File: src/rtl/reset_pulse_ctrl_pkg.sv
// Shared constants and types for the control-clock reset pulse / status LED block.
package reset_pulse_ctrl_pkg;

    localparam logic [7:0] LED_CONF_STATUS    = 8'd0;
    localparam int         RESET_PULSE_CYCLES = 8_000_000;

    typedef enum logic {
        CH_IDLE,
        CH_ASSERT
    } ch_state_t;

endpackage

File: src/rtl/led_glow_pwm.sv
// One free-running counter driving triangle-wave PWM "glow" at two periods.
module led_glow_pwm #(
    parameter int SLOW_BITPOS = 26,
    parameter int FAST_BITPOS = 22
) (
    input  logic clock,
    input  logic reset,
    output logic slow_glow,
    output logic fast_glow
);

    logic [SLOW_BITPOS:0] cnt;
    logic [7:0]           slow_level;
    logic [7:0]           fast_level;

    always_ff @(posedge clock or posedge reset) begin
        if (reset) cnt <= '0;
        else       cnt <= cnt + {{SLOW_BITPOS{1'b0}}, 1'b1};
    end

    // Top bit of each window folds the ramp back down, giving a triangle brightness.
    assign slow_level = cnt[SLOW_BITPOS-1 -: 8] ^ {8{cnt[SLOW_BITPOS]}};
    assign fast_level = cnt[FAST_BITPOS-1 -: 8] ^ {8{cnt[FAST_BITPOS]}};

    assign slow_glow = (cnt[7:0] < slow_level);
    assign fast_glow = (cnt[7:0] < fast_level);

endmodule

File: src/rtl/reset_pulse_ctrl.sv
// N_CH retriggerable open-drain reset pulse channels plus a registered status-LED selector.
module reset_pulse_ctrl
    import reset_pulse_ctrl_pkg::*;
#(
    parameter int N_CH           = 2,
    parameter int PULSE_CYCLES   = RESET_PULSE_CYCLES,
    parameter bit POWERON_ASSERT = 1'b0,
    parameter int SLOW_BITPOS    = 26,
    parameter int FAST_BITPOS    = 22
) (
    input  logic            clock,
    input  logic            reset,
    input  logic [N_CH-1:0] reset_req,
    output logic [N_CH-1:0] nreset_drive_low,
    output logic [N_CH-1:0] busy,
    input  logic [7:0]      led_conf,
    input  logic            pll_ready,
    input  logic            resync_active,
    input  logic            adv_ready,
    output logic            status_led_oe,
    output logic            status_led_val
);

    localparam int              CW        = $clog2(PULSE_CYCLES + 1);
    localparam logic [CW-1:0]   CNT_LAST  = CW'(PULSE_CYCLES - 1);
    localparam ch_state_t       RST_STATE = POWERON_ASSERT ? CH_ASSERT : CH_IDLE;

    for (genvar i = 0; i < N_CH; i++) begin : g_ch
        ch_state_t     state, state_nxt;
        logic [CW-1:0] cnt, cnt_nxt;

        always_ff @(posedge clock or posedge reset) begin
            if (reset) begin
                state <= RST_STATE;
                cnt   <= '0;
            end else begin
                state <= state_nxt;
                cnt   <= cnt_nxt;
            end
        end

        // A request in ASSERT, even on the last cycle, restarts the full low time.
        always_comb begin
            state_nxt = state;
            cnt_nxt   = '0;
            case (state)
                CH_IDLE: begin
                    if (reset_req[i]) state_nxt = CH_ASSERT;
                end
                CH_ASSERT: begin
                    if (reset_req[i])         cnt_nxt   = '0;
                    else if (cnt == CNT_LAST) state_nxt = CH_IDLE;
                    else                      cnt_nxt   = cnt + CW'(1);
                end
                default: state_nxt = CH_IDLE;
            endcase
        end

        assign nreset_drive_low[i] = (state == CH_ASSERT);
    end

    assign busy = nreset_drive_low;

    logic slow_glow;
    logic fast_glow;

    led_glow_pwm #(
        .SLOW_BITPOS (SLOW_BITPOS),
        .FAST_BITPOS (FAST_BITPOS)
    ) u_glow (
        .clock     (clock),
        .reset     (reset),
        .slow_glow (slow_glow),
        .fast_glow (fast_glow)
    );

    logic led_oe_nxt;
    logic led_val_nxt;

    always_comb begin
        led_oe_nxt  = 1'b0;
        led_val_nxt = 1'b0;
        if (led_conf == LED_CONF_STATUS) begin
            led_oe_nxt = 1'b1;
            if (!pll_ready)         led_val_nxt = 1'b1;
            else if (resync_active) led_val_nxt = ~fast_glow;
            else if (adv_ready)     led_val_nxt = 1'b0;
            else                    led_val_nxt = ~slow_glow;
        end else begin
            // Mirror: LED pulled low only while the selected channel is asserting.
            for (int c = 0; c < N_CH; c++) begin
                if (led_conf == 8'(c + 1)) led_oe_nxt = nreset_drive_low[c];
            end
        end
    end

    always_ff @(posedge clock or posedge reset) begin
        if (reset) begin
            status_led_oe  <= 1'b0;
            status_led_val <= 1'b0;
        end else begin
            status_led_oe  <= led_oe_nxt;
            status_led_val <= led_val_nxt;
        end
    end

endmodule

File: config.mk
export PLATFORM = sky130hd
export DESIGN_NAME = reset_pulse_ctrl
export DESIGN_NICKNAME = d
export VERILOG_FILES = /design/src/rtl/reset_pulse_ctrl_pkg.sv /design/src/rtl/led_glow_pwm.sv /design/src/rtl/reset_pulse_ctrl.sv
export SDC_FILE = /design/constraint.sdc
export NUM_CORES = 1
export LEC_CHECK = 0
export ABC_AREA = 1
export CAP_MARGIN = 20
export CORE_ASPECT_RATIO = 0.5
export CORE_MARGIN = 10
export CORE_UTILIZATION = 36
export CTS_BUF_LIST = sky130_fd_sc_hd__clkbuf_2
export CTS_CLUSTER_DIAMETER = 80
export DETAILED_ROUTE_END_ITERATION = 16
export GPL_TIMING_DRIVEN = 0
export HOLD_SLACK_MARGIN = 0.02
export PLACE_DENSITY = 0.56
export SLEW_MARGIN = 15
export SYNTH_ARGS = -nofsm -noshare
export SYNTH_HDL_FRONTEND = slang
export SYNTH_SLANG_ARGS = --single-unit
File: constraint.sdc
create_clock -name clock -period 6.2 [get_ports clock]
set_clock_uncertainty 0.2 [all_clocks]
set_input_delay 0.93 -clock clock [delete_from_list [all_inputs] [get_ports clock]]
set_output_delay 0.93 -clock clock [all_outputs]
set_load 0.05 [all_outputs]
==> flow_summary.toml <==
[outcome]
status = "finished, final reports clean"

[routing]
vias = 3372
first_pass_iters = 4
wl_per_cell_um = 12.2
wirelength_um = 8860
viasPerCell = 4.64
initialDrtViolationCount = 178
drc = 0
ant_nets = 0

[cts]
cts_made_buffers = 9
clk_pin_slew_worst_paths_ns = 0.22
holdBufCountCts = 0
cts_tree = "yes"
clk_latency_ns = 0.52
cts_sinks = 77
root_buffer = "clkbuf_2"
post_cts_resized = 0
cts_buffer_depth = 2
h-tree-depth = 3
cts_setup_buffers = 0

[finish]
diodes = 0
area_delta_synth_final_pct = 12.5
mostFrequentLayoutCells = "nand2_1, dfrtp_1, nor2_1"
n_fill_cell = 1212
drive_gt1_frac = 0.0854
final_common_cell = "nand2_1"
nNetsFinal = 590

[placement]
dp_hpwl_um = 6700
io_buffers = 20
place_congestion = 0.857

[logic_synthesis]
synthArstFlopShare = 1.00
ys.flop_type = "dfrtp_1"
syn_area_per_cell_um2 = 8.41
synth_edf_count = 0
synth_compound_area_frac = 0.0272
synth.distinct_cells = 34
synth_area_um2 = 4420
synth_seq_area_share = 0.436
synth_cells = 525
synth_top_family_by_area = "simple AND/OR/NAND/NOR gates"
synthMuxAreaShare = 0
synth_xor_area_frac = 0.113
synth-adder-area-share = 0.0510
ys_seq_elements = 77
syn_nets = 558
yosysWarnings = 0
synthSimpleGateAreaFrac = 0.302

[sta]
hold_viol = 0
rsz0062_at_grt = "false"
holdWs_ns = 0.272
finalSetupViolCount = 0
worstMarginPinSlew_ns = 0.531
slew_violations = 0
fin_crit_sh = 0.486
fmax_mhz = 332
timing.setup.tns_ns = 0
period_needed_ns = 3.01
slew_headroom = 0.646

[setup_path]
rrSetupSlack_ns = 3.94
worstPathRequired_ns = 5.07
arrival_ns = 1.88
cp_max_fo = 4
critPathBufInv = 2
rr_endpoint = "g_ch[1].cnt[10]$_DFF_PP0_"
worst-r2r-cell-count = 9
critPathKind = "flop to output pin"
cpPeakStageDelay_ns = 0.79
worst_setup_path_end_kind = "output pin"
cp_cell_sequence = "buf_4 -> clkdlybuf4s50_1"
r2r-start = "g_ch[1].cnt[0]$_DFF_PP0_"
cp-start-kind = "flop"
path_delay_family = "buffers and inverters"
slowest_stage = "clkdlybuf4s50_1"

[worst_hold_path]
hold_depth = 1
hold_path_class = "flop to flop"
hold-path-endpoint = "g_ch[0].cnt[0]$_DFF_PP0_"
hp-start = "g_ch[0].cnt[0]$_DFF_PP0_"

[floorplan]
io-pin-count = 21
coreArea_um2 = 11900
initial_core_util = 0.371
die_w_um = 177
die-area_um2 = 17400
rows = 28
chipHeight_um = 98.3

[global_routing]
grt_pass1_wl_um = 15400
grt_max_degree = 42
grt_pass1_vias = 3300
grt.overflow.total = 0
track_usage = 0.107
antenna_found_initial = 0

[pwr]
ir_drop_mv = 0.0770
leakage_nw = 2.17
power_density_nw_per_um2 = 170

[job]
cap_violations = 0
[cells by family after synthesis]
| family | after synthesis |
|---|---|
| AOI/OAI and AO/OA | 21 |
| xor gates and xnor gates | 57 |
| adders and majority gates | 18 |
| buffers and inverters | 74 |
| and+or+nand+nor | 278 |
| DFF | 77 |
[metrics by stage]
step	cell area [um^2]	total power, mW	util	worst slack [ns]	instances
6_report	4970	0.846	0.417	3.19	727
3_3_place_gp	4820	0.555	0.405	1.71	710
5_1_grt	4970	0.890	0.417	3.10	727
2_1_floorplan	4420	0.538	-	3.10	525
3_5_place_dp	4850	0.557	0.407	3.68	711
4_1_cts	4970	0.865	0.417	3.12	727
[cell type report]
cell class	count	area [um^2]	area share
buffer	11	76.3	0.0154
clock buffer	9	45.0	0.00906
clock inverter	7	80.1	0.0161
sequential	77	1930	0.388
inverter	63	239	0.0481
tap	165	206	0.0415
timing repair buffer	21	220	0.0443
multi-input combinational	374	2180	0.438
[Yosys cell counts (all sizes together) (3+ instances only)]
| library cell | count | area [um^2] |
|---|---|---|
| a21oi | 12 | 60.1 |
| ha | 18 | 225 |
| dfrtp | 77 | 1930 |
| xnor2 | 28 | 245 |
| nor3 | 31 | 171 |
| nor4 | 12 | 81.3 |
| nor3b | 4 | 30.0 |
| nand4 | 18 | 113 |
| nand3 | 29 | 170 |
| nand2 | 97 | 377 |
| or2 | 3 | 21.3 |
| o21ai | 3 | 15.0 |
| xor2 | 29 | 254 |
| nor2 | 83 | 363 |
| clkbuf | 3 | 11.3 |
| buf | 8 | 65.1 |
| inv | 63 | 236 |
[where the power goes]
group,internal (mW),leakage [nW],switching [mW],total (mW)
clock network,0.128,0.0758,0.172,0.300
logic,0.0153,1.05,0.0219,0.0373
registers,0.506,1.05,0.00298,0.509
total,0.649,2.17,0.197,0.846
[worst max path at each step]
stage | from | endpoint | slack [ns] | depth (start not counted)
floorplan | reset | g_ch[0].cnt[0]$_DFF_PP0_ | 3.10 | 1
global placement | reset | g_ch[1].cnt[22]$_DFF_PP0_ | 1.71 | 2
detailed placement | reset_req[1] | g_ch[1].cnt[10]$_DFF_PP0_ | 3.68 | 5
CTS | g_ch[1].state$_DFF_PP0_ | nreset_drive_low[1] | 3.12 | 2
global route | g_ch[1].state$_DFF_PP0_ | busy[1] | 3.10 | 2
finish | g_ch[1].state$_DFF_PP0_ | busy[1] | 3.19 | 2
[per-layer routing]
layer	routed length, um	global-route usage	vias up
met5	0	0	-
met4	68	0.0295	0
met3	207	0.0323	5
met2	4240	0.181	20
met1	4340	0.128	1588
li1	-	-	1759
[flip-flops by register name (all words and copies together) (netlist names)]
signal,cells
status_led_oe,1
status_led_val,1
g_ch.state,2
u_glow.cnt,27
g_ch.cnt,46
(Power assumes the default switching activity.)
